$ cat src/rtl/qenc_pkg.sv
// Shared types and helpers for the quadrature encoder generator.
// The QENC_INDEX_EN macro (used in quadrature_encoder_gen) enables the index output.
package qenc_pkg;

  typedef enum logic {
    IDLE = 1'b0,
    MOVE = 1'b1
  } qenc_state_t;

  // Effective step period substituted when a period of zero is latched.
  localparam int unsigned QENC_DEFAULT_PERIOD = 1;

  // Quadrature phase of the low position bits to {a,b}; a rising count makes A lead B.
  function automatic logic [1:0] phase_to_ab(input logic [1:0] phase);
    case (phase)
      2'b00:   return 2'b00;
      2'b01:   return 2'b10;
      2'b10:   return 2'b11;
      default: return 2'b01;
    endcase
  endfunction

endpackage

$ cat src/rtl/qenc_step_timer.sv
// Step-rate timer: latches the period on load, replaces zero with the default
// period, and emits a one-cycle strobe every period cycles while running.
module qenc_step_timer
  import qenc_pkg::*;
#(
  parameter int DIV_W = 16
) (
  input  logic             clk,
  input  logic             rst,
  input  logic             load_i,
  input  logic             run_i,
  input  logic [DIV_W-1:0] period_i,
  output logic             step_o
);

  logic [DIV_W-1:0] period_q;
  logic [DIV_W-1:0] cnt_q;
  logic [DIV_W-1:0] cnt_d;
  logic [DIV_W-1:0] last_cnt;

  assign last_cnt = period_q - DIV_W'(1);
  assign step_o   = run_i && (cnt_q == last_cnt);

  // Counter next state: cleared on load, wraps to zero on each step strobe.
  always_comb begin
    cnt_d = cnt_q;
    if (load_i) begin
      cnt_d = '0;
    end else if (run_i) begin
      cnt_d = step_o ? '0 : (cnt_q + DIV_W'(1));
    end
  end

  // Counter register.
  always_ff @(posedge clk) begin
    if (!rst) begin
      cnt_q <= '0;
    end else begin
      cnt_q <= cnt_d;
    end
  end

  // Period latch; only meaningful while running, so it carries no reset.
  always_ff @(posedge clk) begin
    if (load_i) begin
      period_q <= (period_i == '0) ? DIV_W'(QENC_DEFAULT_PERIOD) : period_i;
    end
  end

endmodule

$ cat src/rtl/quadrature_encoder_gen.sv
// Quadrature encoder waveform generator: walks position toward a commanded
// signed target one count per step period, driving registered A/B (and Z).
// Optional index output enabled by defining QENC_INDEX_EN.
module quadrature_encoder_gen
  import qenc_pkg::*;
#(
  parameter int WIDTH    = 16,
  parameter int DIV_W    = 16,
  parameter int CPR_LOG2 = 6
) (
  input  logic                    clk,
  input  logic                    rst,
  input  logic signed [WIDTH-1:0] target,
  input  logic                    target_valid,
  output logic                    target_ready,
  input  logic        [DIV_W-1:0] step_period,
  output logic                    enc_a,
  output logic                    enc_b,
  output logic                    enc_z,
  output logic signed [WIDTH-1:0] position,
  output logic                    busy,
  output logic                    done
);

  localparam logic signed [WIDTH-1:0] ONE = {{(WIDTH-1){1'b0}}, 1'b1};

`ifdef QENC_INDEX_EN
  localparam bit INDEX_EN = 1'b1;
`else
  localparam bit INDEX_EN = 1'b0;
`endif

  qenc_state_t             state_q;
  logic signed [WIDTH-1:0] target_q;
  logic signed [WIDTH-1:0] position_q;
  logic signed [WIDTH-1:0] position_d;
  logic                    enc_a_q;
  logic                    enc_b_q;
  logic                    enc_z_q;
  logic                    enc_z_d;
  logic                    done_q;
  logic                    accept;
  logic                    moving;
  logic                    at_target;
  logic                    step;

  assign accept    = target_valid && (state_q == IDLE);
  assign moving    = (state_q == MOVE);
  assign at_target = (position_q == target_q);

  qenc_step_timer #(
    .DIV_W(DIV_W)
  ) u_timer (
    .clk     (clk),
    .rst     (rst),
    .load_i  (accept),
    .run_i   (moving),
    .period_i(step_period),
    .step_o  (step)
  );

  // Next position: one count toward the target on each step strobe.
  always_comb begin
    position_d = position_q;
    if (moving && !at_target && step) begin
      position_d = (target_q > position_q) ? (position_q + ONE) : (position_q - ONE);
    end
  end

  assign enc_z_d = INDEX_EN && (position_d[CPR_LOG2-1:0] == '0);

  // Target latch; held data only, consulted while moving.
  always_ff @(posedge clk) begin
    if (accept) begin
      target_q <= target;
    end
  end

  // FSM with registered position, quadrature outputs and done pulse.
  always_ff @(posedge clk) begin
    if (!rst) begin
      state_q    <= IDLE;
      position_q <= '0;
      enc_a_q    <= 1'b0;
      enc_b_q    <= 1'b0;
      enc_z_q    <= 1'b0;
      done_q     <= 1'b0;
    end else begin
      done_q               <= 1'b0;
      position_q           <= position_d;
      {enc_a_q, enc_b_q}   <= phase_to_ab(position_d[1:0]);
      enc_z_q              <= enc_z_d;
      case (state_q)
        IDLE: begin
          if (target_valid) begin
            state_q <= MOVE;
          end
        end
        MOVE: begin
          // A zero-length move completes without stepping; otherwise finish
          // on the same edge that lands on the target.
          if (at_target || (step && (position_d == target_q))) begin
            state_q <= IDLE;
            done_q  <= 1'b1;
          end
        end
        default: state_q <= IDLE;
      endcase
    end
  end

  assign target_ready = (state_q == IDLE);
  assign busy         = moving;
  assign done         = done_q;
  assign position     = position_q;
  assign enc_a        = enc_a_q;
  assign enc_b        = enc_b_q;
  assign enc_z        = enc_z_q;

endmodule

$ cat config.mk
export PLATFORM = sky130hd
export DESIGN_NAME = quadrature_encoder_gen
export DESIGN_NICKNAME = d
export VERILOG_FILES = /design/src/rtl/qenc_pkg.sv /design/src/rtl/qenc_step_timer.sv /design/src/rtl/quadrature_encoder_gen.sv
export SDC_FILE = /design/constraint.sdc
export NUM_CORES = 1
export LEC_CHECK = 0
export CORE_MARGIN = 2
export CORE_UTILIZATION = 51
export DETAILED_ROUTE_END_ITERATION = 7
export HOLD_SLACK_MARGIN = 0.1
export PLACE_DENSITY_LB_ADDON = 0.08
export SYNTH_ARGS = -nofsm -noshare
export SYNTH_HDL_FRONTEND = slang
export SYNTH_SLANG_ARGS = --single-unit
$ cat constraint.sdc
create_clock -name clk -period 5.31 [get_ports clk]
set_clock_uncertainty 0.1 [all_clocks]
set_input_delay 1.3275 -clock clk [delete_from_list [all_inputs] [get_ports clk]]
set_output_delay 1.3275 -clock clk [all_outputs]
set_load 0.005 [all_outputs]
**Word level (Yosys, flattened, before mapping)**

Index checks and enable logic that the tools add are counted.

- Register bits: 68
- Input bits: 35

- Add/sub/neg operators: 4
- $lt $le $gt $ge: 1
- Eq/ne operators: 5
- Mux-type cells: 8
- Bitwise logic cells: 2
- Reductions and logical operators: 11

Operators with widths:

| cell | number |
|---|---|
| equality test 16 bit | 3 |
| 2-to-1 mux 16 bit | 3 |
| adder 16 x 1 -> 16 bit (second input constant) | 1 |
| adder 16 x 2 -> 16 bit (second input constant) | 1 |
| > comparator 16 bit | 1 |
| zero test 16 bit | 1 |
| subtractor 16 x 1 -> 16 bit (second input constant) | 1 |
| subtractor 16 x 2 -> 16 bit (second input constant) | 1 |
| case mux 2 bit (3 select lines) | 1 |
| logical AND 1 bit | 5 |
| 2-to-1 mux 1 bit | 3 |
| equality test 2 x 1 -> 1 bit (second input constant) | 1 |
| equality test 2 bit (second input constant) | 1 |
| zero test 2 bit | 1 |
| NOT 1 bit | 2 |
| case mux 1 bit (2 select lines) | 1 |
| AND reduction 2 bit | 1 |
| OR reduction 2 bit | 1 |
| zero test 1 bit | 1 |
| logical OR 1 bit | 1 |

**Longest topological paths before layout**

- Word-level depth: 10
- Depth in mapped cells: 20

**By module**

Synthesis repeated with hierarchy kept, for this count alone.

- Cell total of the unflattened synthesis: 558
- Area, all modules: 5,139.9 um^2

By module, submodules not included:

| module | times used | cells an instance | area an instance (um^2) | seq. area each (um^2) |
|---|---|---|---|---|
| quadrature_encoder_gen | 1 | 367 | 3,270.6 | 880.8 |
| qenc_step_timer | 1 | 191 | 1,869.3 | 800.8 |

**Least setup slack after synthesis**

No wires, ideal clock.

- Path kind: register to register
- From: register position_q[5] (netlist: position[5])
- To: register state_q (netlist: busy)
- Setup time: 0.120 ns
- Arrival: 5.707 ns
- Required time: 5.090 ns
- Path slack: -0.617 ns
- Cell stages (with the launch flop): 21
- Cell sequence: dfxtp_1 inv_1 ha_1 a211oi_1 nor2_1 o31ai_1 a31oi_1 o21ai_0 inv_1 fa_1 and3b_1 o2111ai_1 and3_1 nor4_1 nor2_1 nor4b_2 o221ai_1 or4_1 or4_1 o211ai_1 a21boi_1

- Longest elaborated chain between the ends: 10
- Elaborated cells between the ends (all ways): 14

RTL lines:

| what | line | source |
|---|---|---|
| start, declared | quadrature_encoder_gen.sv:35 | `logic signed [WIDTH-1:0] position_q;` |
| start signal, assigned | quadrature_encoder_gen.sv:90 | `position_q <= position_d;` |
| parallel branches: the longest is 7 deep, another holds subtractor 16 x 2 -> 16 bit | - |  |
| logical OR 1 bit * | quadrature_encoder_gen.sv:102 | `if (at_target \|\| (step && (position_d == target_q))) begin` |
| 2-to-1 mux 1 bit * | quadrature_encoder_gen.sv:102 |  |
| case mux 1 bit (2 select lines) * | quadrature_encoder_gen.sv:93 | `case (state_q)` |
| end signal, assigned | quadrature_encoder_gen.sv:96 | `state_q <= MOVE;` |
| end signal, assigned | quadrature_encoder_gen.sv:103 | `state_q <= IDLE;` |
| end signal, assigned | quadrature_encoder_gen.sv:107 | `default: state_q <= IDLE;` |
| end, declared | quadrature_encoder_gen.sv:33 | `qenc_state_t state_q;` |

Every way passes the cells marked *.
A chain may end at the register's enable or synchronous reset.

**Final worst setup path**

- From: register target_q[5]
- To: register done_q (netlist: done)

- Longest elaborated chain between the ends: 9
- Elaborated cells between the ends (all ways): 11

RTL lines:

| what | line | source |
|---|---|---|
| start, declared | quadrature_encoder_gen.sv:34 | `logic signed [WIDTH-1:0] target_q;` |
| start signal, assigned | quadrature_encoder_gen.sv:75 | `target_q <= target;` |
| parallel branches: the longest is 7 deep, another holds > comparator 16 bit | - |  |
| logical OR 1 bit * | quadrature_encoder_gen.sv:102 |  |
| 2-to-1 mux 1 bit * | quadrature_encoder_gen.sv:102 |  |
| end signal, assigned | quadrature_encoder_gen.sv:87 | `done_q <= 1'b0;` |
| end signal, assigned | quadrature_encoder_gen.sv:89 | `done_q <= 1'b0;` |
| end signal, assigned | quadrature_encoder_gen.sv:104 | `done_q <= 1'b1;` |
| end, declared | quadrature_encoder_gen.sv:41 | `logic done_q;` |

Marks and branches as above.

==> results.yml <==
outcome:
  outcome: "completed"
yosys:
  synthArstFlopShare_pct: 0
  syn_avg_cell_area_um2: 9.01
  synthFlopType: "dfxtp_1"
  synth_area_leaders: "edfxtp_1 (20%), dfxtp_1 (15%), ha_1 (9.7%)"
  syn_nets: 605
  syn_area_um2: 4790
  synth_warnings: 0
  synth_seq_cells: 68
  synth-edff-count: 32
  yosysSeqAreaShare_pct: 35.1
  synth_top_area_share_pct: 20.1
  synth_cell_types: 67
  syn_inst: 532
  yosysTopAreaCell: "edfxtp_1"
pwr:
  switchingPower_mw: 0.318
  power_frac_seq_pct: 47.8
  internal_power_mw: 0.917
  p_leak_nw: 2.18
  ir_worst_vdd_mv: 0.131
  switching_share_pct: 25.7
  pwr-share-clk_pct: 37.6
  power_frac_comb_pct: 14.6
  powerDensity_nw_per_um2: 214
detailed_routing:
  drt_wl_total_mm: 11.6
  vias: 4037
  dr.pass1.iters: 4
  wl_per_cell_um: 16.5
  vias_per_cell: 5.75
  drtIter0Drc: 175
  drc_errors: 0
  antenna_left: 0
sta:
  hold_violations: 0
  setup_violations: 0
  drv_slew: 0
  final.min_clock_period_ps: 5050
  worstMarginPinSlew_ps: 802
  period_share_pct: 95.1
  tns_ps: 0
  maxSlewHeadroom_pct: 46.3
  holdWs_ps: 453
  layout_setup_ws_ps: 258
  clock.fmax_mhz: 198
global_routing:
  grt_start_max_net_pins: 30
  grt.total_usage_pct: 23.9
  grt_first_pass_wirelength_mm: 19.0
  grt_pass1_vias: 3920
  globalRouteOverflowTotal: 0
  antenna_found_initial: 0
clock_tree:
  cts_tree: "built"
  htree_levels: 3
  clk_path_buf_depth: 2
  cts_hold_buf: 0
  clockRootBuffer: "clkbuf_8"
  clk_pin_slew_ps: 80
  cts_inserted_buffers: 9
  clock_latency_ps: 350
  cts.sink_count: 68
floorplan:
  die_x_um: 101
  die-height_um: 101
  start_util_pct: 52.1
  rows: 35
  design.core.area_um2: 9200
  die_area_um2: 10200
  io_pins: 57
layout:
  nets: 659
  multi_input_area_um2: 2910
  mostFrequentLayoutCells: "clkdlybuf4s50_1 (55), nor2_1 (52), xnor2_1 (46)"
  fin_cells: 702
  layout_commonest_cell: "clkdlybuf4s50_1"
  drive_above_1_share_pct: 9.64
  antenna_cells: 0
  final-seq-area_um2: 1680
  synthToLayoutAreaGrowth_pct: 20.2
  fillers: 789
place:
  place_inst: 685
  portBuffers: 55
  place_ws_ps: 160
  post-dp-hpwl_mm: 9.01
  gp_congestion: 1.00
critical_path:
  crit_fanout: 17
  cp-start-kind: "flop"
  worstSetupPathType: "reg2reg"
  arrival_ps: 5250
  endpoint_kind: "flop"
  required_ps: 5510
hold_path:
  hp-class: "reg2reg"
run:
  drv_cap: 0
-- metrics by stage --
| stage | instance area [um^2] | total power, mW | util, % |
|---|---|---|---|
| 6_report | 5760 | 1.24 | 62.6 |
| 5_1_grt | 5760 | 1.28 | 62.6 |
| 4_1_cts | 5690 | 1.24 | 61.9 |
| 3_5_place_dp | 5480 | 0.776 | 59.6 |
| 3_3_place_gp | 5480 | 0.773 | 59.6 |
| 2_1_floorplan | 4790 | 0.713 | - |
-- registers in the layout, summed over array words and instances, names as in the netlist --
signal and flops:
busy 1, done 1, enc_a 1, enc_b 1, position 16, target_q 16, u_timer.cnt_q 16, u_timer.period_q 16
-- per-layer routing --
layer	vias up	global-route usage [%]	wire length, um
met4	0	9.25	290
met2	109	43.3	6060
met5	-	0	0
met3	24	2.77	451
met1	1898	28.9	4790
li1	2006	-	-
-- worst paths after layout --
check,to,from,cells past startpoint,slack [ps]
min reg2reg,u_timer.cnt_q[15],u_timer.cnt_q[15],2,450
max,done,target_q[5],19,260
max reg2reg,done,target_q[5],19,260
min,u_timer.cnt_q[15],u_timer.cnt_q[15],2,450
-- worst max-delay path: stages (launching register included) --
cell      delay [ps]
edfxtp_1         430
ha_1             310
a211oi_1         240
nor2_1            70
o31ai_1          250
a31oi_2          150
o21ai_2          160
buf_6            200
ha_1             280
a211oi_2         290
nor2_1           100
a41o_1           280
xor2_1           330
xnor2_1          160
nor2_1            60
a221o_1          290
or4_1            510
or4_1            440
o21ai_1          160
and3_1           170
-- cells in the mapped netlist, types with 5 or more instances --
library cell,n
o21ai_0,12
inv_1,34
mux2i_1,6
a21oi_1,31
and3_1,8
a21o_1,9
xnor2_1,46
nor3_1,10
clkbuf_1,26
and2_1,6
nand4_1,15
nor4_1,7
edfxtp_1,32
dfxtp_1,36
ha_1,37
nor2_1,53
xor2_1,20
nand2_1,24
a31oi_1,5
nor2b_1,15
a211oi_1,6
nand3_1,24
-- power by group through the flow --
stage               Sequential (mW)  Clock, mW  Combinational, mW
finish                        0.591      0.464              0.180
CTS                           0.591      0.471              0.175
detailed placement            0.603          0              0.173
floorplan                     0.596          0              0.117
global placement              0.602          0              0.171
global route                  0.593      0.493              0.197
-- kinds of logic after synthesis --
logic type	after synthesis	share of synthesized area [%]
AOI/OAI and AO/OA	98	13.9
DFF	68	35.1
other	1	0.0783
adders and majority gates	38	10.1
muxes	7	1.49
xor gates and xnor gates	66	12.1
and+or+nand+nor	190	21.9
buffers and inverters	64	5.33
-- cell type report --
class	count	area share [%]
clock buffer	11	2.28
clock inverter	5	1.33
inverter	34	2.22
multi-input combinational	400	50.6
sequential	68	29.2
tap	111	2.41
timing repair buffer	73	12.0
-- what timing repair did --
item | CTS | global route
setup endpoints to repair | 0 | 2
buffers inserted | 0 | 1
gates resized for setup | 0 | 14
Note: power is estimated with default switching activity, not from simulation.
